File: config.mk
export PLATFORM = sky130hd
export DESIGN_NAME = hslp_mul_pipe_flat
export DESIGN_NICKNAME = d
export VERILOG_FILES = /design/src/rtl/hslp_pkg.sv /design/src/rtl/hslp_mul_pipe_if.sv /design/src/rtl/hslp_qmul.sv /design/src/rtl/hslp_mul_pipe.sv /design/src/flat_wrapper.sv
export SDC_FILE = /design/constraint.sdc
export NUM_CORES = 1
export LEC_CHECK = 0
export CAP_MARGIN = 10
export CORE_MARGIN = 5
export CORE_UTILIZATION = 56
export CTS_CLUSTER_SIZE = 20
export DETAILED_ROUTE_END_ITERATION = 16
export GPL_ROUTABILITY_DRIVEN = 0
export MAX_ROUTING_LAYER = met4
export PLACE_DENSITY_LB_ADDON = 0.08
export SLEW_MARGIN = 20
export SYNTH_ARGS = -nofsm -noshare
export SYNTH_HDL_FRONTEND = slang
export SYNTH_SLANG_ARGS = --single-unit
File: constraint.sdc
create_clock -name clk -period 8.4 [get_ports clk]
set_clock_uncertainty 0.2 [all_clocks]
set_input_delay 0.84 -clock clk [delete_from_list [all_inputs] [get_ports clk]]
set_output_delay 0.84 -clock clk [all_outputs]
set_load 0.02 [all_outputs]
File: src/rtl/hslp_pkg.sv
// Shared constants for the hybrid-split approximate multiplier pipeline.
// Quadrant indices double as bit positions in the per-beat mode word.
package hslp_pkg;
    localparam int MODE_W = 4;
    localparam int QHH    = 3;
    localparam int QHL    = 2;
    localparam int QLH    = 1;
    localparam int QLL    = 0;
endpackage

File: src/rtl/hslp_mul_pipe_if.sv
// Operand/result stream bundle: input valid/ready beat plus output valid/ready result.
interface hslp_mul_pipe_if #(parameter int W = 8);
    import hslp_pkg::*;

    logic              in_valid;
    logic              in_ready;
    logic [W-1:0]      in_a;
    logic [W-1:0]      in_b;
    logic [MODE_W-1:0] in_mode;
    logic              out_valid;
    logic              out_ready;
    logic [2*W-1:0]    out_prod;
    logic [MODE_W-1:0] out_mode;

    modport slave (
        input  in_valid, in_a, in_b, in_mode, out_ready,
        output in_ready, out_valid, out_prod, out_mode
    );
    modport master (
        output in_valid, in_a, in_b, in_mode, out_ready,
        input  in_ready, out_valid, out_prod, out_mode
    );
endinterface

File: src/rtl/hslp_qmul.sv
// Combinational HxH quadrant multiplier; when approx is set, partial-product
// bits landing in columns below TRUNC are dropped with no compensation.
module hslp_qmul #(
    parameter int H     = 4,
    parameter int TRUNC = 3
) (
    input  logic [H-1:0]   x,
    input  logic [H-1:0]   y,
    input  logic           approx,
    output logic [2*H-1:0] prod
);
    always_comb begin
        prod = '0;
        for (int i = 0; i < H; i++) begin
            for (int j = 0; j < H; j++) begin
                if (x[i] && y[j] && (!approx || (i + j >= TRUNC)))
                    prod = prod + ((2*H)'(1) << (i + j));
            end
        end
    end
endmodule

File: src/rtl/hslp_mul_pipe.sv
// Three-stage WxW approximate multiplier: S1 operands, S2 quadrant products,
// S3 recombined result. Each stage loads when empty or when draining downstream.
module hslp_mul_pipe
    import hslp_pkg::*;
#(
    parameter int W     = 8,
    parameter int TRUNC = 3
) (
    input  logic      clk,
    input  logic      rst_n,
    hslp_mul_pipe_if.slave bus
);
    localparam int H      = W / 2;
    localparam int STAGES = 3;

    logic [STAGES:1]             vld_pipe;
    logic                        s1_en, s2_en, s3_en;
    logic [1:0][H-1:0]           a_h, b_h;
    logic [MODE_W-1:0]           s1_mode, s2_mode;
    logic [3:0][2*H-1:0]         q_comb, s2_q;
    logic [2*H:0]                mid;
    logic [2*W-1:0]              sum;

    // Ready chain runs back from the consumer combinationally.
    assign s3_en        = !vld_pipe[3] || bus.out_ready;
    assign s2_en        = !vld_pipe[2] || s3_en;
    assign s1_en        = !vld_pipe[1] || s2_en;
    assign bus.in_ready = s1_en;
    assign bus.out_valid = vld_pipe[3];

    for (genvar g = 0; g < 4; g++) begin : g_quad
        hslp_qmul #(.H(H), .TRUNC(TRUNC)) u_qmul (
            .x      (a_h[g/2]),
            .y      (b_h[g%2]),
            .approx (s1_mode[g]),
            .prod   (q_comb[g])
        );
    end

    assign mid = {1'b0, s2_q[QHL]} + {1'b0, s2_q[QLH]};
    assign sum = {s2_q[QHH], s2_q[QLL]} + ((2*W)'(mid) << H);

    always_ff @(posedge clk or negedge rst_n) begin
        if (!rst_n) begin
            vld_pipe     <= '0;
            bus.out_prod <= '0;
            bus.out_mode <= '0;
        end else begin
            if (s1_en) vld_pipe[1] <= bus.in_valid;
            if (s2_en) vld_pipe[2] <= vld_pipe[1];
            if (s3_en) begin
                vld_pipe[3] <= vld_pipe[2];
                if (vld_pipe[2]) begin
                    bus.out_prod <= sum;
                    bus.out_mode <= s2_mode;
                end
            end
        end
    end

    // Datapath registers behind the valid flags carry no reset.
    always_ff @(posedge clk) begin
        if (bus.in_valid && s1_en) begin
            a_h     <= bus.in_a;
            b_h     <= bus.in_b;
            s1_mode <= bus.in_mode;
        end
        if (s2_en && vld_pipe[1]) begin
            s2_q    <= q_comb;
            s2_mode <= s1_mode;
        end
    end
endmodule

File: src/flat_wrapper.sv
// flat-port wrapper written by rule: the top's interface ports become plain ports
module hslp_mul_pipe_flat import hslp_pkg::*;
#(
    parameter int W     = 8,
    parameter int TRUNC = 3
)
  (clk, rst_n, bus_in_valid, bus_in_a, bus_in_b, bus_in_mode, bus_out_ready, bus_in_ready, bus_out_valid, bus_out_prod, bus_out_mode);
  hslp_mul_pipe_if #(.W(W)) bus_i ();
  input  logic clk;
  input  logic rst_n;
  input wire logic [$bits(bus_i.in_valid)-1:0] bus_in_valid;
  input wire logic [$bits(bus_i.in_a)-1:0] bus_in_a;
  input wire logic [$bits(bus_i.in_b)-1:0] bus_in_b;
  input wire logic [$bits(bus_i.in_mode)-1:0] bus_in_mode;
  input wire logic [$bits(bus_i.out_ready)-1:0] bus_out_ready;
  output wire logic [$bits(bus_i.in_ready)-1:0] bus_in_ready;
  output wire logic [$bits(bus_i.out_valid)-1:0] bus_out_valid;
  output wire logic [$bits(bus_i.out_prod)-1:0] bus_out_prod;
  output wire logic [$bits(bus_i.out_mode)-1:0] bus_out_mode;
  assign bus_i.in_valid = bus_in_valid;
  assign bus_i.in_a = bus_in_a;
  assign bus_i.in_b = bus_in_b;
  assign bus_i.in_mode = bus_in_mode;
  assign bus_i.out_ready = bus_out_ready;
  assign bus_in_ready = bus_i.in_ready;
  assign bus_out_valid = bus_i.out_valid;
  assign bus_out_prod = bus_i.out_prod;
  assign bus_out_mode = bus_i.out_mode;
  hslp_mul_pipe #(.W(W), .TRUNC(TRUNC)) u_core (.clk(clk), .rst_n(rst_n), .bus(bus_i));
endmodule
## After elaboration in Yosys (flattened, before gate mapping)

Index checks and enable logic that the tools add are counted.

- Shift operators: 0
- $mul: 0
- Multiplexer cells: 64
- Bitwise gates (word level): 0
- Div/mod/pow operators: 0
- Eq/ne operators: 0
- $lt $le $gt $ge: 0
- Reductions and logical operators: 101
- Add/subtract/negate cells: 62

Operators with widths:

| kind | number |
|---|---|
| $mux W8 | 60 |
| $add A8 B4 Y8 const B | 16 |
| $add A8 B3 Y8 const B | 12 |
| $add A8 B5 Y8 const B | 12 |
| $logic_and A1 B1 Y1 | 90 |
| $add A8 B6 Y8 const B | 8 |
| $add A8 B2 Y8 const B | 4 |
| $add A8 B7 Y8 const B | 4 |
| $add A16 B13 Y16 | 1 |
| $add A1 B2 Y3 const B | 4 |
| $add A8 B8 Y9 | 1 |
| $logic_not A1 Y1 | 7 |
| $mux W1 | 4 |
| $logic_or A1 B1 Y1 | 3 |
| $reduce_and A2 Y1 | 1 |

- Bits in latches: 0
- Memories: 0
- Flip-flop bits (word level): 79
- Bits of input ports: 24
- Memory bits (read-only): 0
- Word-level logic and storage cells: 242
- RAM bits: 0

## Depth between registers and ports, before layout

- Depth in word-level cells: 33
- Gate-level depth with buffers: 43
- Mapped depth without buffers: 36

## By module

Synthesis repeated with hierarchy kept, for this count alone.

- Cells, all modules: 1014
- Area total of the unflattened synthesis: 8888.5 um^2

By module, submodules not included:

| module | area each (um^2) | cells each | times used |
|---|---|---|---|
| hslp_qmul at u_core.g_quad[0].u_qmul ... | 1428.9 | 202 | 3 |
| hslp_mul_pipe | 3365.7 | 246 | 1 |
| hslp_qmul at u_core.g_quad[3].u_qmul | 1236.2 | 162 | 1 |

## Least setup slack after synthesis

Ideal clock, no wire load.

- Path kind: reg2reg
- Start: reg u_core.b_h[6] (netlist bit)
- End: reg u_core.s2_q[15] (netlist bit), data pin
- Period minus slack after synthesis: 8444 ps
- Path buffers: 6
- Path slack: -44 ps
- Cell stages (with the launch flop): 42
- Data arrival time: 7980 ps
- Required time: 7936 ps
- Path through: edfxtp_1 clkbuf_1 clkbuf_1 buf_1 buf_1 buf_1 nand2_1 nor2_1 ha_1 and3_1 a31oi_1 clkbuf_1 nor3_1 xnor2_1 ha_1 nand2_1 and3_1 a311oi_1 [... 6 more ...] inv_1 ha_1 mux2_2 ha_1 nand3_1 o31a_1 o21a_1 xnor2_1 xor2_1 ha_1 inv_1 a21oi_1 o21ai_0 a21oi_1 mux2i_1 a21boi_0 o31ai_1 xnor2_1

- Longest elaborated chain between the ends: 29

Ends and longest elaborated chain:

| element | RTL line | text |
|---|---|---|
| start: declaration | hslp_mul_pipe.sv:18 | `logic [1:0][H-1:0] a_h, b_h;` |
| start signal: assignment | hslp_mul_pipe.sv:65 | `b_h <= bus.in_b;` |
| $logic_and A1 B1 Y1 (2 in series) | hslp_qmul.sv:16 | `if (x[i] && y[j] && (!approx \|\| (i + j >= TRUNC)))` |
| $mux W8 | hslp_qmul.sv:16 |  |
| $add A8 B4 Y8 | hslp_qmul.sv:17 | `prod = prod + ((2*H)'(1) << (i + j));` |
| $mux W8 | hslp_qmul.sv:16 |  |
| $add A8 B2 Y8 | hslp_qmul.sv:17 |  |
| $mux W8 | hslp_qmul.sv:16 |  |
| $add A8 B3 Y8 | hslp_qmul.sv:17 |  |
| $mux W8 | hslp_qmul.sv:16 |  |
| [... 13 more ...] | - |  |
| $mux W8 | hslp_qmul.sv:16 |  |
| $add A8 B5 Y8 | hslp_qmul.sv:17 |  |
| $mux W8 | hslp_qmul.sv:16 |  |
| $add A8 B6 Y8 | hslp_qmul.sv:17 |  |
| $mux W8 * | hslp_qmul.sv:16 |  |
| $add A8 B7 Y8 | hslp_qmul.sv:17 |  |
| $mux W8 * | hslp_qmul.sv:16 |  |
| via u_core.g_quad[1].u_qmul.prod[7] | hslp_qmul.sv:10 | `output logic [2*H-1:0] prod` |
| end signal: assignment | hslp_mul_pipe.sv:69 | `s2_q <= q_comb;` |
| end: declaration | hslp_mul_pipe.sv:20 | `logic [3:0][2*H-1:0] q_comb, s2_q;` |

Mark *: on every way through the listed nets, which the timed path passes. The rest lies on a longest branch.
A chain may end at the register's enable or synchronous reset.

## Worst setup path after layout

- Start: reg u_core.b_h[5] (netlist bit)
- End: reg u_core.s2_q[31] (netlist bit), data pin

- Longest elaborated chain between the ends: 31

Ends and longest elaborated chain:

| element | RTL line |
|---|---|
| $logic_and A1 B1 Y1 (2 in series) | hslp_qmul.sv:16 |
| $mux W8 | hslp_qmul.sv:16 |
| $add A8 B3 Y8 | hslp_qmul.sv:17 |
| $mux W8 | hslp_qmul.sv:16 |
| $add A8 B4 Y8 | hslp_qmul.sv:17 |
| $mux W8 | hslp_qmul.sv:16 |
| $add A8 B2 Y8 | hslp_qmul.sv:17 |
| $mux W8 | hslp_qmul.sv:16 |
| [... 15 more ...] | - |
| $mux W8 | hslp_qmul.sv:16 |
| $add A8 B5 Y8 | hslp_qmul.sv:17 |
| $mux W8 * | hslp_qmul.sv:16 |
| $add A8 B6 Y8 | hslp_qmul.sv:17 |
| $mux W8 * | hslp_qmul.sv:16 |
| $add A8 B7 Y8 | hslp_qmul.sv:17 |
| $mux W8 * | hslp_qmul.sv:16 |
| via u_core.g_quad[3].u_qmul.prod[7] | hslp_qmul.sv:10 |

Marks and branches as above.

==> results_dict.tcl <==
set metrics [dict create \
    critical_path.max_fanout 27 \
    fmaxAchievable_mhz 127.3 \
    fraction_of_the_core_area_covered_by_cells_at_the_end_of_the_flow_pct 63.89 \
    io_pins 46 \
    cts_buffer_depth 2 \
    relSlewSlack_pct 39.43 \
    dpl-instance-area_um2 8982 \
    maxSlewViolCount 0 \
    setup_slack_ns 0.5415 \
    dieWidth_um 132.6 \
    timing.reg2reg.setup_slack_ns 0.54 \
    die_area_um2 17590 \
    antenna_left 0 \
    cell_seen_most_often_among_critical_path_stages "xnor2_1" \
    layout-drive-gt1-share_pct 10.11 \
    initial_standard_cell_utilization_of_the_core_pct 57.52 \
    synth.avg_cell_area_um2 8.802 \
    tns_ns 0 \
    clk-insertion-delay-late_ns 0.34 \
    drt_drc 0 \
    clk_transition_reported_paths_ns 0.06 \
    timing.critical_path.slowest_stage_cell "xor2_2" \
    power.leakage_nw 3.743 \
    synth-async-reset-ratio_pct 29.11 \
    internal_power_mw 1.116 \
    clkSinkCount 79 \
    htree_levels 3 \
    cts_buffers 9 \
    overflow 0 \
    route.detailed.vias_per_inst 5.885 \
    setup_viol_count_final 0 \
    globalRouteTotalUtil_pct 22.28 \
    synthDistinctLibCells 95 \
    num-nets-final 1057 \
    cap_violations 0 \
    cp-start-kind "register" \
    num_vias 6844 \
    clock-root-buffer "clkbuf_16" \
    synth_area_um2 8423 \
    power_frac_clock_pct 24.4 \
    finalHoldViolCount 0 \
    coreArea_um2 14640 \
    postCtsHoldBufs 0 \
    required_ns 8.29 \
    layoutNonFillerInstCount 1163 \
    place.detailed.instances 1145 \
    swShare_pct 35.38 \
    final.period_utilization_pct 93.55 \
    peak_supply_drop_v 0.0001691 \
    mostFrequentLayoutCell "nand2_1" \
    power_density_nw_per_um2 184.5 \
    drt_first_pass_iters 5 \
    rows 44 \
    tritoncts "done" \
    num_antenna_cells 0 \
    dpl.hpwl_mm 13.81 \
    synthFlopType "edfxtp_1" \
    numPortBuffers 45 \
    start_to_end_type_of_the_worst_setup_path "register to register" \
    cp_data_arrival_time_ns 7.74 \
    dp_slack_ns 0.4719 \
    maximum_number_of_pins_on_one_net_before_global_route_repair 47 \
    power.sequential.fraction_pct 32.0 \
    design_area_um2 9356 \
    comb_power_share_pct 43.6 \
    via_count_of_the_first_global_routing_pass 6282 \
    number_of_drc_markers_in_iteration_0 478 \
    syn-num-nets 1040 \
    worst_pin_slew_ns 0.9064 \
    synth_enable_flop_cells 56 \
    grt_first_pass_wirelength_mm 31.78 \
    hold_path.class "primary input to async pin" \
    synth.yosys.warnings 0 \
    die_y_um 132.6 \
    totalWireLength_mm 18.43 \
    seq_total_area_yosys_pct 26.80 \
    outcome "complete, no violations" \
    routed_wire_length_per_instance_um 15.85 \
    final_cell_mix "nand2_1, xnor2_1, ha_1" \
    area.growth.synth_to_final_pct 11.08 \
    cp-end-kind "register" \
    maximum_single_stage_delay_on_the_critical_path_ns 0.36 \
    p_sw_mw 0.6108 \
    antenna_found_initial 0 \
    syn-instance-count 957 \
    timing.final.crit_period_ns 7.859 \
    postSynthRegisterBits 79 \
]
-- stage by stage --
step,hold slack [ns],power (mW)
2_1_floorplan,0.2255,1.107
3_3_place_gp,0.2605,1.295
3_5_place_dp,0.2661,1.310
4_1_cts,0.2805,1.738
5_1_grt,0.2805,1.861
6_report,0.2488,1.726
-- routing by layer --
metal	track usage (%)	routed length (um)	vias to the layer above
li1	-	-	3507
met1	31.68	9030	3166
met2	34.23	8344	156
met3	3.113	888	15
met4	4.446	169	0
met5	-	0	-
-- critical path: cells and delay by family, from the launching register on --
family	cells	cell delay (ns)
fa+ha+maj	6	1.61
compound gates	3	0.69
buf+inv	2	0.42
simple gates	13	2.54
flops	1	0.33
xor+xnor	9	1.79
-- registers in the layout, indices dropped and copies added (netlist names) --
register / flops
u_core.s2_q: 32
u_core.bus.out_mode: 4
u_core.b_h: 8
u_core.a_h: 8
u_core.s1_mode: 4
u_core.s2_mode: 4
u_core.bus.out_prod: 16
u_core.vld_pipe: 3
-- cells by family (layout without fill, tap and decap cells) --
| group | count (synthesis) | after routing | synth area share [%] |
|---|---|---|---|
| AND/OR/NAND/NOR | 387 | 387 | 24.64 |
| AO/OA/AOI/OAI | 174 | 174 | 14.51 |
| XOR/XNOR | 129 | 129 | 15.15 |
| buffers and inverters | 87 | 109 | 4.204 |
| flip-flops | 79 | 79 | 26.80 |
| adder cells (fa/ha/maj) | 59 | 59 | 8.942 |
| multiplexers | 42 | 42 | 5.748 |
-- power groups by stage --
stage | clock [mW] | combinational (mW) | sequential [mW]
floorplan | 0 | 0.519 | 0.589
global placement | 0 | 0.735 | 0.560
CTS | 0.431 | 0.753 | 0.555
global route | 0.451 | 0.846 | 0.563
detailed placement | 0 | 0.747 | 0.563
finish | 0.422 | 0.753 | 0.552
-- cells in the mapped netlist, drive strengths merged (15+ instances only) --
library cell,number,area share (%)
a21oi,33,2.0
and2,28,2.1
and3,18,1.3
buf,21,1.2
clkbuf,36,1.6
dfrtp,23,6.8
edfxtp,56,20
ha,57,8.5
inv,30,1.3
mux2,25,3.4
mux2i,16,2.1
nand2,118,5.3
nand2b,18,1.3
nand3,50,3.0
nand4,15,1.1
nor2,38,1.7
nor2b,20,1.5
nor3,22,1.4
o21ai,43,2.6
xnor2,86,9.0
xor2,37,4.5
-- layout make-up --
cell class,count,area (um2)
multi-input combinational,791,5852
fill,1276,5288
sequential,79,2257
timing repair buffer,63,580.6
clock buffer,12,267.8
tap,184,230.2
inverter,30,112.6
clock inverter,4,56.30
-- timing repair --
action / in CTS / in global routing
resized for setup: 0 / 7
buffers inserted: 0 / 2
endpoints found under the hold margin: 0 / 0
endpoints found under the setup margin: 0 / 3
-- final timing paths --
check	to	cells past startpoint	from
worst max-delay path	u_core.s2_q[31]	33	u_core.b_h[5]
worst min register to register	u_core.bus.out_prod[11]	2	u_core.bus.out_prod[11]
worst min-delay path	u_core.bus.out_prod[3]	1	rst_n
max in group asynchronous	u_core.bus.out_prod[6]	1	rst_n
min in group clk	u_core.bus.out_prod[11]	2	u_core.bus.out_prod[11]
worst max register to register	u_core.s2_q[31]	33	u_core.b_h[5]
Note: power is estimated with default switching activity, not from simulation.
